$ cat config.mk
export PLATFORM = sky130hd
export DESIGN_NAME = esm_config_rx
export DESIGN_NICKNAME = d
export VERILOG_FILES = /design/src/rtl/esm_pkg.sv /design/src/rtl/esm_config_ctrl_decode.sv /design/src/rtl/esm_config_rx.sv
export SDC_FILE = /design/constraint.sdc
export NUM_CORES = 1
export LEC_CHECK = 0
export CAP_MARGIN = 30
export CORE_ASPECT_RATIO = 1.4
export CORE_UTILIZATION = 48
export CTS_CLUSTER_DIAMETER = 150
export DETAILED_ROUTE_END_ITERATION = 10
export GPL_TIMING_DRIVEN = 0
export PLACE_DENSITY = 0.85
export SYNTH_ARGS = -nofsm -noshare
export SYNTH_HDL_FRONTEND = slang
export SYNTH_SLANG_ARGS = --single-unit
$ cat constraint.sdc
create_clock -name S_axis_clk -period 2.6 [get_ports S_axis_clk]
set_clock_uncertainty 0.2 [all_clocks]
set_input_delay 0.26 -clock S_axis_clk [delete_from_list [all_inputs] [get_ports S_axis_clk]]
set_output_delay 0.26 -clock S_axis_clk [all_outputs]
set_load 0.01 [all_outputs]
$ cat src/rtl/esm_pkg.sv
// rtl/esm_pkg.sv - ESM config bus types, frame magic, module ids and control message types
package esm_pkg;

   typedef struct packed {
      logic        valid;
      logic        first;
      logic        last;
      logic [7:0]  module_id;
      logic [7:0]  message_type;
      logic [31:0] data;
   } esm_config_data_t;

   localparam logic [31:0] esm_control_magic_num = 32'hE5C0_4D5A;

   localparam logic [7:0] esm_module_id_control          = 8'd0;
   localparam logic [7:0] esm_module_id_dwell_controller = 8'd1;
   localparam logic [7:0] esm_module_id_status_reporter  = 8'd2;

   localparam logic [7:0] esm_control_message_type_enable        = 8'd0;
   localparam logic [7:0] esm_control_message_type_dwell_entry   = 8'd1;
   localparam logic [7:0] esm_control_message_type_dwell_program = 8'd2;

   function automatic logic is_enable_msg(input logic [7:0] module_id, input logic [7:0] message_type);
      return (module_id == esm_module_id_control) && (message_type == esm_control_message_type_enable);
   endfunction

endpackage

$ cat src/rtl/esm_config_ctrl_decode.sv
// rtl/esm_config_ctrl_decode.sv - registers the enable-message word into reset/enable levels
module esm_config_ctrl_decode (
   input  logic        Clk,
   input  logic        Rst_n,
   input  logic        Load,
   input  logic [31:0] Data,
   output logic        Rst_out,
   output logic        Enable_status,
   output logic [1:0]  Enable_chan,
   output logic [1:0]  Enable_pdw
);

   // Downstream blocks come out of reset held in reset with everything disabled.
   always_ff @(posedge Clk or negedge Rst_n) begin
      if (!Rst_n) begin
         Rst_out       <= 1'b1;
         Enable_status <= 1'b0;
         Enable_chan   <= 2'b00;
         Enable_pdw    <= 2'b00;
      end else if (Load) begin
         Rst_out       <= Data[24];
         Enable_status <= Data[0];
         Enable_chan   <= Data[9:8];
         Enable_pdw    <= Data[17:16];
      end
   end

endmodule

$ cat src/rtl/esm_config_rx.sv
// rtl/esm_config_rx.sv - ESM control message receiver: frame parse, enable decode, config forwarding
// Optional sequence-number checking is enabled by defining ESM_CONFIG_SEQ_CHECK_EN.
module esm_config_rx
   import esm_pkg::*;
#(
   parameter int AXI_DATA_WIDTH = 32
) (
   input  logic                      S_axis_clk,
   input  logic                      S_axis_resetn,
   output logic                      S_axis_ready,
   input  logic                      S_axis_valid,
   input  logic [AXI_DATA_WIDTH-1:0] S_axis_data,
   input  logic                      S_axis_last,
   output logic                      Rst_out,
   output logic                      Enable_status,
   output logic [1:0]                Enable_chan,
   output logic [1:0]                Enable_pdw,
   output logic                      Seq_error,
   output esm_config_data_t          Module_config
);

   generate
      if (AXI_DATA_WIDTH != 32) begin : g_width_check
         $error("esm_config_rx: only AXI_DATA_WIDTH=32 is supported");
      end
   endgenerate

   localparam logic [2:0] S_MAGIC   = 3'd0;
   localparam logic [2:0] S_SEQ     = 3'd1;
   localparam logic [2:0] S_TYPE    = 3'd2;
   localparam logic [2:0] S_PAD     = 3'd3;
   localparam logic [2:0] S_PAYLOAD = 3'd4;
   localparam logic [2:0] S_DROP    = 3'd5;

   logic [2:0]       state;
   logic             ready_q;
   logic             accept;
   logic             payload_first;
   logic [7:0]       mod_id_q;
   logic [7:0]       msg_type_q;
   logic             seq_ok;
   logic             ctrl_load;
   esm_config_data_t cfg_q;

   assign S_axis_ready  = ready_q;
   assign accept        = S_axis_valid & ready_q;
   assign Module_config = cfg_q;
   assign ctrl_load     = accept && (state == S_PAYLOAD) && payload_first && is_enable_msg(mod_id_q, msg_type_q);

`ifdef ESM_CONFIG_SEQ_CHECK_EN
   logic [31:0] exp_seq;
   logic        seq_err_q;

   assign seq_ok    = (S_axis_data[31:0] == exp_seq);
   assign Seq_error = seq_err_q;

   // Match or mismatch, the next expected number follows the one just received.
   always_ff @(posedge S_axis_clk or negedge S_axis_resetn) begin
      if (!S_axis_resetn) begin
         exp_seq   <= 32'd0;
         seq_err_q <= 1'b0;
      end else begin
         seq_err_q <= accept && (state == S_SEQ) && !seq_ok;
         if (accept && (state == S_SEQ))
            exp_seq <= S_axis_data[31:0] + 32'd1;
      end
   end
`else
   assign seq_ok    = 1'b1;
   assign Seq_error = 1'b0;
`endif

   always_ff @(posedge S_axis_clk or negedge S_axis_resetn) begin
      if (!S_axis_resetn) begin
         ready_q       <= 1'b0;
         state         <= S_MAGIC;
         payload_first <= 1'b0;
         mod_id_q      <= 8'd0;
         msg_type_q    <= 8'd0;
         cfg_q         <= '0;
      end else begin
         ready_q     <= 1'b1;
         cfg_q.valid <= 1'b0;
         if (accept) begin
            case (state)
               S_MAGIC: state <= (S_axis_data[31:0] == esm_control_magic_num) ? S_SEQ : S_DROP;
               S_SEQ:   state <= seq_ok ? S_TYPE : S_DROP;
               S_TYPE: begin
                  mod_id_q   <= S_axis_data[31:24];
                  msg_type_q <= S_axis_data[23:16];
                  state      <= S_PAD;
               end
               S_PAD: begin
                  payload_first <= 1'b1;
                  state         <= S_PAYLOAD;
               end
               S_PAYLOAD: begin
                  payload_first <= 1'b0;
                  // Control-module payloads are consumed locally, never forwarded.
                  if (mod_id_q != esm_module_id_control) begin
                     cfg_q.valid        <= 1'b1;
                     cfg_q.first        <= payload_first;
                     cfg_q.last         <= S_axis_last;
                     cfg_q.module_id    <= mod_id_q;
                     cfg_q.message_type <= msg_type_q;
                     cfg_q.data         <= S_axis_data[31:0];
                  end
               end
               default: state <= S_DROP;
            endcase
            if (S_axis_last)
               state <= S_MAGIC;
         end
      end
   end

   esm_config_ctrl_decode u_ctrl_decode (
      .Clk           (S_axis_clk),
      .Rst_n         (S_axis_resetn),
      .Load          (ctrl_load),
      .Data          (S_axis_data[31:0]),
      .Rst_out       (Rst_out),
      .Enable_status (Enable_status),
      .Enable_chan   (Enable_chan),
      .Enable_pdw    (Enable_pdw)
   );

endmodule

==> flow_summary.yaml <==
global_routing:
  antenna_found_initial: 0
  grt_pass1_wl_mm: 10.94
  grt_max_degree: 60
  gr-max-usage-layer: "met2"
  gr-total-overflow: 0
  grt_pass1_vias: 2109
  grtUsageTotal_pct: 20.09
  met3_usage_pct: 5.900
  met2_usage_pct: 30.55
  use_met1_pct: 27.35
sta:
  min_period_ns: 2.310
  setup_violations: 0
  slew_headroom_pct: 66.78
  drv_slew: 0
  post-route-period-util_pct: 88.83
  tns_ns: 0
  hold_slack_ns: 0.1336
  tightestPinTransition_ns: 0.4938
  hold_viol_final: 0
  fmax_ghz: 0.4330
  rsz0062_at_grt: "no"
final_layout:
  areaGrowthSynthToFinish_pct: 38.69
  drive_gt1_share_pct: 31.58
  n_fill_cell: 472
  antennaDiodeCount: 0
  nets: 354
clock_tree:
  cts_max_path_buffers: 2
  clock_sinks: 78
  clock-root-buffer: "clkbuf_8"
  postCtsHoldBufs: 1
  clk_latency_ns: 0.35
  cts_max_level: 3
  cts_resized: 0
  tritoncts: "built"
  post_cts_buffers: 0
  cts_made_buffers: 9
  clk_pin_slew_ns: 0.08
pwr:
  leakage_nw: 2.081
  pwr_density_cell_nw_per_um2: 1118
  peakVddDrop_v: 0.0005431
critical_path:
  r2r_cells: 6
  worstPathArrival_ns: 2.34
  cp-start-kind: "flop"
  r2r_slack_ns: 0.29
  r2r_end: "Module_config[4]"
  cp_cell_sequence: "buf_6 > nand2b_4 > or3_4 > a21oi_2 > buf_6 > mux2_4"
  cp-startpoint: "state[1]"
  r2r_start: "state[1]"
  worstSetupEndpoint: "Module_config[4]"
  critical_path.most_common_cell: "buf_6"
  crit_fanout: 10
  crit_type: "reg -> reg"
  worst_ep_required_time_ns: 2.63
  max_stage_delay_ns: 0.40
  cp_slowest_cell: "or3_4"
  critPathCaptureType: "flop"
routing:
  via_per_inst: 5.036
  routedWlPerCell_um: 16.20
  drc: 0
  routed_wl_mm: 6.724
  vias: 2090
  first_pass_iters: 4
  drt_iter0_markers: 74
  ant_nets: 0
job:
  maxCapViolCount: 0
placed_design:
  dpl.hpwl_mm: 4.699
  gp_congestion: 0.7479
  portBuffers: 93
floorplanning:
  num_rows: 35
  fp.dieH_um: 100.9
  initial_core_util_pct: 50.34
  die_area_um2: 7323
  io_pins: 95
  die_x_um: 72.61
  core_um2: 6656
synth:
  netlist_area_um2: 3351
  synth_cells: 212
  yosys_warnings: 0
  yosysUniqueCellTypes: 31
  yosysSeqAreaShare_pct: 58.29
  synth-seq-cells: 78
  synth_fp_nets: 248
  avgSynthCellArea_um2: 15.81
hold_path:
  hp-class: "in -> async"
run_status:
  outcome: "finished clean"
==> worst min path at each step <==
stage / end / slack [ns]
6_report: Module_config[30] / 0.13
3_5_place_dp: Module_config[30] / -0.03
4_1_cts: Module_config[30] / 0.13
3_3_place_gp: u_ctrl_decode.Enable_chan[0] / 0.29
5_1_grt: Module_config[28] / 0.14
2_1_floorplan: Module_config[0] / -0.24
==> synthesized netlist by cell type <==
library cell | instances | area [um^2]
dfrtp_1 | 77 | 1927
mux2_4 | 48 | 720.7
mux2_2 | 23 | 259.0
buf_6 | 6 | 67.56
nand2_1 | 6 | 22.52
o21ai_0 | 5 | 25.02
a21oi_1 | 4 | 20.02
inv_1 | 4 | 15.01
nor2_1 | 4 | 15.01
nor3_1 | 4 | 20.02
nor4_1 | 4 | 25.02
nor4bb_1 | 4 | 40.04
nand3_1 | 3 | 15.01
buf_4 | 2 | 15.01
conb_1 | 2 | 7.510
a21oi_2 | 1 | 8.760
and3_2 | 1 | 7.510
and4b_1 | 1 | 10.01
buf_2 | 1 | 5.000
clkbuf_1 | 1 | 3.750
dfstp_2 | 1 | 26.28
nand2b_4 | 1 | 13.76
nand3b_1 | 1 | 7.510
nand4_1 | 1 | 6.260
nand4b_1 | 1 | 8.760
nor3_4 | 1 | 16.27
nor3b_1 | 1 | 7.510
nor4b_1 | 1 | 8.760
o22ai_1 | 1 | 6.260
or3_4 | 1 | 11.26
xor2_1 | 1 | 8.760
==> layer usage <==
layer,up-vias,wire [um]
li1,961,-
met1,1049,3038
met2,73,3253
met3,7,355
met4,0,76
met5,-,0
==> cells in the final DEF, fill, tap and decap left out <==
cell / netlist / final
a21oi_1: 4 / 4
clkbuf_1: 1 / 3
dfrtp_1: 77 / 77
or3_4: 1 / 1
clkbuf_8: 0 / 10
nor3_4: 1 / 1
nand3b_1: 1 / 1
nand2_1: 6 / 6
nand3_1: 3 / 3
nor4bb_1: 4 / 4
mux2_4: 48 / 48
and4b_1: 1 / 1
dlygate4sd3_1: 0 / 1
nor4_1: 4 / 4
conb_1: 2 / 2
mux2_2: 23 / 23
nor2_1: 4 / 4
inv_1: 4 / 4
nand4b_1: 1 / 1
bufinv_16: 0 / 2
o21ai_0: 5 / 5
clkdlybuf4s50_1: 0 / 92
clkinv_2: 0 / 2
a21oi_2: 1 / 1
nor4b_1: 1 / 1
buf_6: 6 / 6
dfstp_2: 1 / 1
buf_16: 0 / 1
and3_2: 1 / 1
o22ai_1: 1 / 1
buf_4: 2 / 3
nand2b_4: 1 / 1
nand4_1: 1 / 1
nor3_1: 4 / 4
buf_2: 1 / 1
nor3b_1: 1 / 1
xor2_1: 1 / 1
==> power by group <==
| group | internal [mW] | switching (mW) |
|---|---|---|
| logic | 1.42 | 0.701 |
| clock network | 0.565 | 0.420 |
| registers | 1.75 | 0.337 |
==> registers in the layout, summed over array words and instances (netlist names) <==
name,count
msg_type_q,8
u_ctrl_decode.Enable_status,1
state,3
u_ctrl_decode.Enable_pdw,2
mod_id_q,8
Module_config,51
u_ctrl_decode.Rst_out,1
u_ctrl_decode.Enable_chan,2
payload_first,1
S_axis_ready,1
==> layout make-up <==
cell class,count,area [um^2],share of cell area (%)
timing repair buffer,95,965.9,20.79
sequential,78,1953,42.03
tap,92,115.1,2.477
buffer,10,91.34,1.966
clock inverter,4,70.07,1.508
clock buffer,12,145.1,3.123
inverter,4,15.01,0.3231
multi-input combinational,120,1291,27.79
==> logic make-up (layout without fill, tap and decap cells) <==
family / Yosys count / count (layout) / share of synthesized area, %
and+or+nand+nor: 35 / 35 / 7.020
DFF: 78 / 78 / 58.29
xor gates and xnor gates: 1 / 1 / 0.2614
AOI/OAI and AO/OA: 11 / 11 / 1.792
muxes: 71 / 71 / 29.24
buffers and inverters: 14 / 125 / 3.173
other: 2 / 2 / 0.2241
==> worst max-delay path, delay by kind of cell, from the launching register on <==
family,cells,cell delay [ns]
mux,1,0.31
compound gates,1,0.36
buf+inv,2,0.39
simple gates,2,0.54
flops,1,0.38
==> metrics by stage <==
step / cells / power [mW] / setup WS [ns] / instance area [um^2] / util, %
global placement: 397 / 4.179 / -1.528 / 4397 / 66.05
detailed placement: 398 / 4.227 / 0.03918 / 4422 / 66.43
floorplan: 212 / 3.161 / 0.4613 / 3351 / -
finish: 415 / 5.193 / 0.2905 / 4647 / 69.81
global route: 415 / 5.467 / 0.2002 / 4647 / 69.81
CTS: 415 / 5.236 / 0.2740 / 4647 / 69.81
Note: power is estimated with default switching activity, not from simulation.
